==> src/rtl/neuron_activation_collector.sv <==
// Collects one ReLU/rescaled/saturated activation per accepted adder-tree sum and
// presents the packed layer downstream once all NUM_NEURONS slots are filled.
// state   | meaning
// COLLECT | accepting sums into slot `count`
// FULL    | layer presented, waiting for out_ready
module neuron_activation_collector #(
  parameter int NUM_NEURONS = 8,
  parameter int SHIFT       = 7
) (
  input  logic                               clk,
  input  logic                               rst,
  input  logic                               in_valid,
  output logic                               in_ready,
  input  logic [20:0]                        in_sum,
  output logic                               out_valid,
  input  logic                               out_ready,
  output logic [8*NUM_NEURONS-1:0]           out_data,
  output logic [NUM_NEURONS-1:0]             out_sat,
  output logic [$clog2(NUM_NEURONS+1)-1:0]   count
);

  localparam int CW = $clog2(NUM_NEURONS+1);

  typedef enum logic {COLLECT = 1'b0, FULL = 1'b1} state_t;

  state_t                   r_state;
  state_t                   w_state_nxt;
  logic [CW-1:0]            r_count;
  logic [8*NUM_NEURONS-1:0] r_data;
  logic [NUM_NEURONS-1:0]   r_sat;

  logic [19:0] w_scaled;
  logic        w_sat_bit;
  logic [7:0]  w_act;
  logic        w_accept;
  logic        w_last;

  // Negative sums (including negative zero) clamp to 0; zero magnitude scales to 0 naturally.
  assign w_scaled  = in_sum[19:0] >> SHIFT;
  assign w_sat_bit = ~in_sum[20] & (w_scaled > 20'd127);

  always_comb begin
    w_act = 8'h00;
    if (!in_sum[20]) begin
      w_act = w_sat_bit ? 8'h7F : {1'b0, w_scaled[6:0]};
    end
  end

  assign w_accept = in_valid & (r_state == COLLECT);
  assign w_last   = (r_count == CW'(NUM_NEURONS-1));

  always_comb begin
    w_state_nxt = r_state;
    case (r_state)
      COLLECT: if (w_accept && w_last) w_state_nxt = FULL;
      FULL:    if (out_ready)          w_state_nxt = COLLECT;
      default: w_state_nxt = COLLECT;
    endcase
  end

  always_ff @(posedge clk) begin
    if (rst) begin
      r_state <= COLLECT;
      r_count <= '0;
      r_data  <= '0;
      r_sat   <= '0;
    end else begin
      r_state <= w_state_nxt;
      if (w_accept) begin
        r_count <= r_count + CW'(1);
        for (int k = 0; k < NUM_NEURONS; k++) begin
          if (r_count == CW'(k)) begin
            r_data[8*k +: 8] <= w_act;
            r_sat[k]         <= w_sat_bit;
          end
        end
      end else if (r_state == FULL && out_ready) begin
        r_count <= '0;
      end
    end
  end

  assign in_ready  = (r_state == COLLECT);
  assign out_valid = (r_state == FULL);
  assign out_data  = r_data;
  assign out_sat   = r_sat;
  assign count     = r_count;

endmodule
==> config.mk <==
export PLATFORM = sky130hd
export DESIGN_NAME = neuron_activation_collector
export DESIGN_NICKNAME = d
export VERILOG_FILES = /design/src/rtl/neuron_activation_collector.sv
export SDC_FILE = /design/constraint.sdc
export NUM_CORES = 1
export LEC_CHECK = 0
export ABC_AREA = 1
export CORE_MARGIN = 2
export CORE_UTILIZATION = 48
export DETAILED_ROUTE_END_ITERATION = 12
export PLACE_DENSITY = 0.85
export SETUP_SLACK_MARGIN = 0.1
export SLEW_MARGIN = 20
export SYNTH_ARGS = -nofsm -noshare
export SYNTH_HDL_FRONTEND = slang
export SYNTH_SLANG_ARGS = --single-unit
==> constraint.sdc <==
create_clock -name clk -period 1.9 [get_ports clk]
set_input_delay 0.285 -clock clk [delete_from_list [all_inputs] [get_ports clk]]
set_output_delay 0.285 -clock clk [all_outputs]
set_load 0.05 [all_outputs]
==> metrics.txt, run 1 <==
status=finished clean; total number of vias=2470; main area contributors after synthesis=dfxtp_1, o21bai_1, a21oi_1, o21bai_2, nor2_4; Max-Slew Margin vs Limit=0.6423; CP Max Fanout=2; antenna-violating nets left=0; Critical Path Sink Type=primary output; Core ar.=5816 um^2; Starting Density=0.4880; router iterations before antenna repair=4; Post-synth ARST share=0; pin count of the biggest net entering global routing=60; area leader, netlist=dfxtp_1; GRT Total Usage=0.2140; PortBufs=87; crit path DAT=1490 ps; Mapped Cells=308; Clock Power Share=0.397; number of flops mapped to enable cells by yosys=0; Remaining Overflow, GRT=0; mux cell area share after synthesis=0; min Tclk post-route=1776 ps; Vias/cell=5.178; root buffer cell=clkbuf_8; CP cell instances=clkdlybuf4s50_1; Detail Placement HPWL=4749 um; CTS tree=yes; NetSw=0.0009064 W; deepest clock path buffer count=2; pre-CTS WS=114.7 ps; Leak Pwr=2.494 nW; flops & latches, synth=69; Max Clock Freq=563.0 MHz; top-count cell post-synth=dfxtp_1; Final #Nets=426; Tcrit/Tclk final=0.9348; power per cell area=825.1 nW/um^2; synthesized area per cell=9.213 um^2; Final GP Congestion=0.8244; Synth cell types=21; first-pass GRT wire length=10440 um; Internal=0.002421 W; # IOs=103; mapped cell area=2838 um^2; sequential element share of the synthesized area=0.4868; area occupied by registers=1381 um^2; worst slew pin tran=535.6 ps; Max stage delay on crit path=810 ps; DRT Wirelength=6844 um; DRT iter0 DRCs=133; part of the power in combinational logic=0.146; wire length per cell=14.35 um; Sw Share=0.2724; Clk pin slew, worst setup/hold paths=70 ps; Max Cap Violations=0; worst skew pair latency=340 ps; synth cell count leaders=dfxtp_1, a21oi_1, o21bai_1; initial antenna violation count=0; RSZ-0062 raised after global routing=false; CP max-delay cell=clkdlybuf4s50_1; share of the synthesized area in the top cell type=0.4868; die width=80.89 um; htree depth=3; Primary FF master, synth=dfxtp_1; Post-Synth Simple-Gate Area=0.1217; hold buffers post-CTS=0; clock skew=8.651 ps; Core Rows=28; area of the multi-input gates=1230 um^2; Num CTS Buffers=9; # DRC=0; min-delay worst type=flip-flop to flip-flop; total die area=6543 um^2; setup TNS=0 ps; Hold Vio Cnt, Final=0; kind of critical path=flip-flop to primary output; Buf/Inv on CP=1; Ant. Diodes=0; DIE HEIGHT=80.89 um; # fillers=473; Layout area overhead=42.11%; Synth Area in Compound Gates=0.2835; yosys synthesis warning count=0; worst path required time=1620 ps; CTS Sinks=69; Synth Area in Adders=0.01764; Flop pwr share=0.456; final worst setup slack=123.8 ps; CP Launch Type=flip-flop; vias in the first global route=2185; largest family of logic cells by synthesized area=compound AO/OA/AOI/OAI gates; max-slew violations=0; post-synthesis xor/xnor area fraction=0; family with the most delay on the worst path=buffers and inverters; final setup fails=0; share of cells above drive strength 1=0.1144; WHS=511.0 ps; Layout Utilization=0.6934; Max VDD drop=0.0005263 V
## placed cells by master (no fill, tap or decap), drive strengths merged, types with 2 or more instances in the layout
master and count:
a21oi 59, and2 4, buf 7, bufinv 2
clkbuf 10, clkdlybuf4s50 23, clkinv 3, conb 8
dfxtp 69, dlygate4sd2 29, dlymetal6s2s 35, ha 4
inv 21, nand2 18, nand3 6, nand4 7
nor2 29, o21ai 11, o21bai 56
## state kept, by name, summed over array words and instances (netlist names)
name,flops
out_data,56
out_sat,8
out_valid,1
count,4
## power by group through the flow
| stage | combinational [W] | sequential (W) | clock [W] |
|---|---|---|---|
| 6_report | 0.000487 | 0.00152 | 0.00132 |
| 5_1_grt | 0.000517 | 0.00152 | 0.00140 |
| 3_3_place_gp | 0.000493 | 0.00155 | 0 |
| 2_1_floorplan | 0.000199 | 0.00170 | 0 |
| 3_5_place_dp | 0.000501 | 0.00155 | 0 |
| 4_1_cts | 0.000488 | 0.00152 | 0.00134 |
## timing repair
action	CTS	global route
buffers inserted	0	0
pin swaps	0	0
endpoints found under the setup margin	29	35
resized for setup	29	35
## cells by family (layout without fill, tap and decap cells)
| family | count (synthesis) | in the layout |
|---|---|---|
| compound gates | 126 | 126 |
| flops | 69 | 69 |
| simple gates | 64 | 64 |
| buf+inv | 44 | 131 |
| fa+ha+maj | 4 | 4 |
| other cells | 1 | 8 |
## per-layer routing
layer | vias up | GRT usage | part of all wire
met3 | 7 | 0.04778 | 0.068
met2 | 87 | 0.3488 | 0.49
li1 | 1217 | - | -
met5 | - | 0 | 0
met1 | 1159 | 0.2693 | 0.42
met4 | 0 | 0.1000 | 0.015
## path summary, 6_finish.rpt
path              start         end  slack [ps]  depth (start not counted)
max reg2reg    count[0]  out_sat[0]         390                          6
min            count[3]    count[3]         510                          2
min reg2reg    count[3]    count[3]         510                          2
max          out_sat[0]  out_sat[0]         120                          1
## area by class of cell
type | instances | area share
Tap cell | 75 | 0.02327
Clock inverter | 6 | 0.02141
Clock buffer | 10 | 0.03413
Timing Repair Buffer | 94 | 0.2541
Multi-Input combinational cell | 202 | 0.3050
Sequential cell | 69 | 0.3425
Inverter | 21 | 0.01955
## through the flow
step           instances  total power, W  cell area (um^2)
2_1_floorplan        315        0.001896              2864
3_3_place_gp         461        0.002044              3757
3_5_place_dp         461        0.002054              3757
4_1_cts              477        0.003351              3945
5_1_grt              477        0.003442              4033
6_report             477        0.003327              4033
Power figures use the tool's default switching activity.
==> run 2, diff against run 1 <==
Settings changed: SETUP_SLACK_MARGIN 0.1 to not set, SKIP_CTS_REPAIR_TIMING set to 1.
==> metrics.txt, run 2 (same netlist as run 1, synthesis figures left out) <==
final worst setup slack=60.68 ps; Final #Nets=426; reg2reg end=out_data[21]; Max VDD drop=0.0005253 V; share of cells above drive strength 1=0.1144; Hold Vio Cnt, Final=0; min Tclk post-route=1839 ps; internal reg-to-reg setup slack=400 ps; antenna-violating nets left=0; Tcrit/Tclk final=0.9681; total number of vias=2470; DIE HEIGHT=80.89 um; vias in the first global route=2209; Final GP Congestion=0.8244; Vias/cell=5.178; die width=80.89 um; min-delay worst type=flip-flop to flip-flop; Max Clock Freq=543.7 MHz; Max Cap Violations=0; CP Max Fanout=3; CP Launch Type=flip-flop; # DRC=0; total die area=6543 um^2; # fillers=476; worst reg-to-reg path cell count=7; root buffer cell=clkbuf_8; family with the most delay on the worst path=buffers and inverters; htree depth=3; WHS Endpoint=count[3]; Core ar.=5816 um^2; deepest clock path buffer count=2; PortBufs=87; crit path DAT=1550 ps; most frequent cells in the layout=clkdlybuf4s50_1, dfxtp_1, a21oi_1; Leak Pwr=1.788 nW; DRT iter0 DRCs=148; router iterations before antenna repair=4; worst path required time=1620 ps; worst skew pair latency=340 ps; initial antenna violation count=0; CP cell instances=clkdlybuf4s50_1; Clk pin slew, worst setup/hold paths=70 ps; first-pass GRT wire length=10490 um; # IOs=103; power per cell area=838.1 nW/um^2; GRT Total Usage=0.2149; Hold Path Stages=2; Max stage delay on crit path=830 ps; clock skew=8.372 ps; max reg flops=56; Detail Placement HPWL=4749 um; worst slew pin tran=524.1 ps; Remaining Overflow, GRT=0; RSZ-0062 raised after global routing=false; wire length per cell=14.23 um; status=finished clean; Max-Slew Margin vs Limit=0.6495; commonest non-fill, non-tap cell in the layout=clkdlybuf4s50_1; CP max-delay cell=clkdlybuf4s50_1; Starting Density=0.4880; CTS Sinks=69; Core Rows=28; pre-CTS WS=114.7 ps; Layout Utilization=0.6863; Crit Reg-Reg Startpoint=count[0]; Layout area overhead=40.65%; max-slew violations=0; CTS tree=yes; Power Total=0.003345 W; pin count of the biggest net entering global routing=60; kind of critical path=flip-flop to primary output; Num CTS Buffers=9; Ant. Diodes=0; Critical Path Sink Type=primary output; Buf/Inv on CP=1; min-delay src=count[3]; final setup fails=0; DRT Wirelength=6787 um
## run 2: area by class of cell
class,count,area (um^2),area share
flip-flops and latches,69,1381,0.3461
multi-input cells,202,1230,0.3082
repair buffers,94,983.4,0.2464
clock buffers,10,137.6,0.03448
well taps,75,93.84,0.02351
clock inverters,6,86.33,0.02163
inverters,21,78.83,0.01975
## run 2: worst min-delay path, stage by stage, from the launching register on
cell,delay (ps)
dfxtp_1,340
nand2_1,80
a21oi_1,50
## run 2: power breakdown
| group | total [W] | internal (W) | switching (W) |
|---|---|---|---|
| Combinational | 0.000502 | 0.000175 | 0.000326 |
| Clock | 0.00132 | 0.000772 | 0.000552 |
| Sequential | 0.00152 | 0.00149 | 0.0000308 |
## run 2: layer usage
layer | track usage | share of wire | vias up
met5 | 0 | 0 | -
li1 | - | - | 1212
met3 | 0.04778 | 0.063 | 8
met1 | 0.2721 | 0.44 | 1159
met4 | 0.1000 | 0.016 | 0
met2 | 0.3488 | 0.48 | 91
## run 2: how the worst max path moves through the flow
stage | from | endpoint | cells past startpoint
after floorplan | count[0] | out_data[34] | 7
after global placement | in_valid | out_sat[0] | 5
after detailed placement | in_valid | out_sat[0] | 5
after CTS | count[2] | count[2] | 1
after global routing | count[3] | count[3] | 1
final | count[3] | count[3] | 1
## run 2: metrics by stage
stage	hold slack (ps)	instances	area [um^2]	TNS [ps]
after floorplan	482.2	315	2864	0
after global placement	470.9	461	3757	0
after detailed placement	498.1	461	3757	0
after CTS	509.9	477	3981	-61.07
after global routing	533.0	477	3991	0
final	509.1	477	3991	0
==> run 3, diff against run 2 <==
Settings changed: ABC_CLOCK_PERIOD_IN_PS set to 1900.
==> results of run 3 <==
Final layout, timing and power as in run 2 (identical DEF).
